File: src/rtl/controlpath.sv
// Microsequencer: next-address logic for a microprogrammed control unit.
// Registers the ALU flags, then forms the next MPC from MIR jump bits and MBR dispatch.
module controlpath (
   input  logic         clk,
   input  logic         rst,
   input  logic         N,
   input  logic         Z,
   input  logic [7:0]   MBR,
   input  logic [35:24] MIR,
   output logic [8:0]   MPC
);

   logic [8:0] w_next_addr;
   logic       w_jmpc;
   logic       w_jamn;
   logic       w_jamz;
   logic       w_high_bit;
   logic [7:0] w_low;

   logic       r_n;
   logic       r_z;
   logic [8:0] r_mpc;

   assign w_next_addr = MIR[35:27];
   assign w_jmpc      = MIR[26];
   assign w_jamn      = MIR[25];
   assign w_jamz      = MIR[24];

   // Jam conditions use the flags captured on the previous edge, not the live ALU outputs.
   always_comb begin
      w_high_bit = (w_jamz & r_z) | (w_jamn & r_n) | w_next_addr[8];
      w_low      = w_next_addr[7:0];
      if (!w_jmpc) begin
         w_low = w_next_addr[7:0] | MBR;
      end
   end

   always_ff @(posedge clk or negedge rst) begin
      if (!rst) begin
         r_n   <= 1'b0;
         r_z   <= 1'b0;
         r_mpc <= '0;
      end else begin
         r_n   <= N;
         r_z   <= Z;
         r_mpc <= {w_high_bit, w_low};
      end
   end

   assign MPC = r_mpc;

endmodule

File: config.mk
export PLATFORM = sky130hd
export DESIGN_NAME = controlpath
export DESIGN_NICKNAME = d
export VERILOG_FILES = /design/src/rtl/controlpath.sv
export SDC_FILE = /design/constraint.sdc
export NUM_CORES = 1
export LEC_CHECK = 0
export CAP_MARGIN = 40
export CORE_AREA = 2 2 39 41
export DETAILED_ROUTE_END_ITERATION = 7
export DIE_AREA = 0 0 41 43
export DONT_BUFFER_PORTS = 1
export SLEW_MARGIN = 20
export SYNTH_ARGS = -nofsm -noshare
export SYNTH_HDL_FRONTEND = slang
export SYNTH_SLANG_ARGS = --single-unit
File: constraint.sdc
create_clock -name clk -period 1.45 [get_ports clk]
set_input_delay 0.145 -clock clk [delete_from_list [all_inputs] [get_ports clk]]
set_output_delay 0.145 -clock clk [all_outputs]
set_load 0.03 [all_outputs]
==> metrics <==
Data required, critical path=1.60 ns; Syn Inst Count=21; most common cell in the netlist=dfrtp_1; WL final=854 µm; Synth area leaders=dfrtp_1 (79%), a21o_1 (17%), a221o_1 (2.9%); post-route setup TNS=0 ns; max-cap viol count=0; mapped cell area=349 µm²; Worst Skew=0.00214 ns; period utilization=85.0%; GPL Wtd Cong=0.542; n_diodes=0; Core Area=0.00138 mm²; Final min period=1.23 ns; CTS tree=yes; RSZ-0062 raised after global routing=no; sequential share of the synthesized area=78.9%; vias in the first global route=301; flops & latches, synth=11; number of core rows=14; Max Clock Freq=811 MHz; CTS clk-pin slew, worst paths=0.07 ns; CP Buf/Inv Count=2; first-pass GRT wire length=1170 µm; cts repair resizes=0; status=completed; crit end category=register; largest net degree at the start of global routing=12; R2R setup slack=0.66 ns; GRT Total Usage=11.3%; Placed Cells=37; starting density of the core=25.2%; PwrDens=1090 mW/mm²; CP dominant cell by count=dlygate4sd3_1; Distinct cells, synth=4; Top Ports=33; fin worst setup slack=0.217 ns; Yosys top cell area share=78.9%; Avg WL per Cell=14.5 µm; Initial DRC Count=2; Remaining DRCs=0; crit-path max cell delay=0.54 ns; H-Tree Depth=1; actual slew at the worst max-slew pin=0.467 ns; Post-Syn Area per Cell=16.6 µm²; critical-path maximum fanout=1; Die Y=43 µm; LEAKAGE=0.000264 µW; ys flop type=dfrtp_1; worst skew pair latency=0.26 ns; vias per cell=4.63; Place WS=0.667 ns; grt ovf=0; worst hold path type=input port to register; Post-synth ARST share=100%; VDD IR max=0.341 mV; number of buffers added on ports=0; Clock Path Buffers=2; initial antenna violation count=0; Area Overhead vs Synth=64.9%; Setup CP Type=input port to register; CTS buffer count=3; Sink Count=11; WP data arrival=1.38 ns; CP max-delay cell=dlygate4sd3_1; endpoints failing setup=0; Fin. Hold Viols=0; Die W=41 µm; drt pass-1 iters=2; yosys warns=0; number of routed nets with antenna violations=0; synth cell count leaders=dfrtp_1 (11), a21o_1 (8), a221o_1 (1), inv_1 (1); Largest delay share family, worst path=buffers and inverters; final std cells w/o fill=59; Layout Nets=68; Slew Limit Fails=0; Synth area leader=dfrtp_1; critical-path cell list=dlygate4sd3_1 > a21o_1 > dlygate4sd3_1; layout cells sized above 1=6.98%; total number of vias=273; number of synthesized flops with an enable pin=0; syn_nets=45; DIE AREA=0.00176 mm²; CP startpoint kind=input port; root buffer cell=clkbuf_4; max_slew headroom=68.7%
[flip-flops by register name, indices dropped and copies added, names as in the netlist]
name	count
r_z	1
r_n	1
MPC	9
[metrics by stage]
stage | utilization [%] | hold slack, ns | cell area, µm² | total power (µW)
2_1_floorplan | - | -0.151 | 349 | 385
3_3_place_gp | 26.7 | -0.150 | 369 | 390
3_5_place_dp | 26.7 | -0.150 | 369 | 392
4_1_cts | 40.1 | 0.00360 | 556 | 637
5_1_grt | 41.6 | 0.00930 | 576 | 669
6_report | 41.6 | 0.0277 | 576 | 629
[cell families (layout without fill, tap and decap cells)]
family | count (synthesis) | after routing | share of synthesized area [%]
DFF | 11 | 11 | 78.9
buffers and inverters | 1 | 23 | 1.07
AOI/OAI and AO/OA | 9 | 9 | 20.1
[layer usage]
metal	vias up	global-route usage [%]	wire, µm
met1	129	9.70	252
met5	-	0	0
met3	2	4.71	143
li1	118	-	-
met4	0	14.0	19
met2	24	16.3	438
[cells in the final DEF (no fill, tap or decap), drive strengths merged]
cell type	synthesis	routed
a221o	1	1
a21o	8	8
dlygate4sd3	0	18
dfrtp	11	11
inv	1	1
clkbuf	0	4
[power by group]
group,switching (µW),internal [µW]
logic,20.3,44.0
clock network,91.8,106
registers,41.0,325
[timing repair]
item,in CTS,in global routing
hold buffers,16,2
buffers inserted,0,0
endpoints found under the hold margin,22,2
[final cells by class]
| class | instances | area [µm²] |
|---|---|---|
| multi-input cells | 9 | 70.1 |
| inverters | 1 | 3.75 |
| flip-flops and latches | 11 | 275 |
| clock buffers | 4 | 26.3 |
| repair buffers | 18 | 180 |
| fillers | 133 | 808 |
| well taps | 16 | 20.0 |
[worst paths after layout]
kind	startpoint	end	cells after the start
max	MIR[33]	MPC[6]	3
min reg2reg	r_n	MPC[8]	1
min	MBR[3]	MPC[3]	1
max reg2reg	r_z	MPC[8]	1
min in group asynchronous	rst	r_z	1
max in group asynchronous	rst	r_n	1
Note: power is estimated with default switching activity, not from simulation.
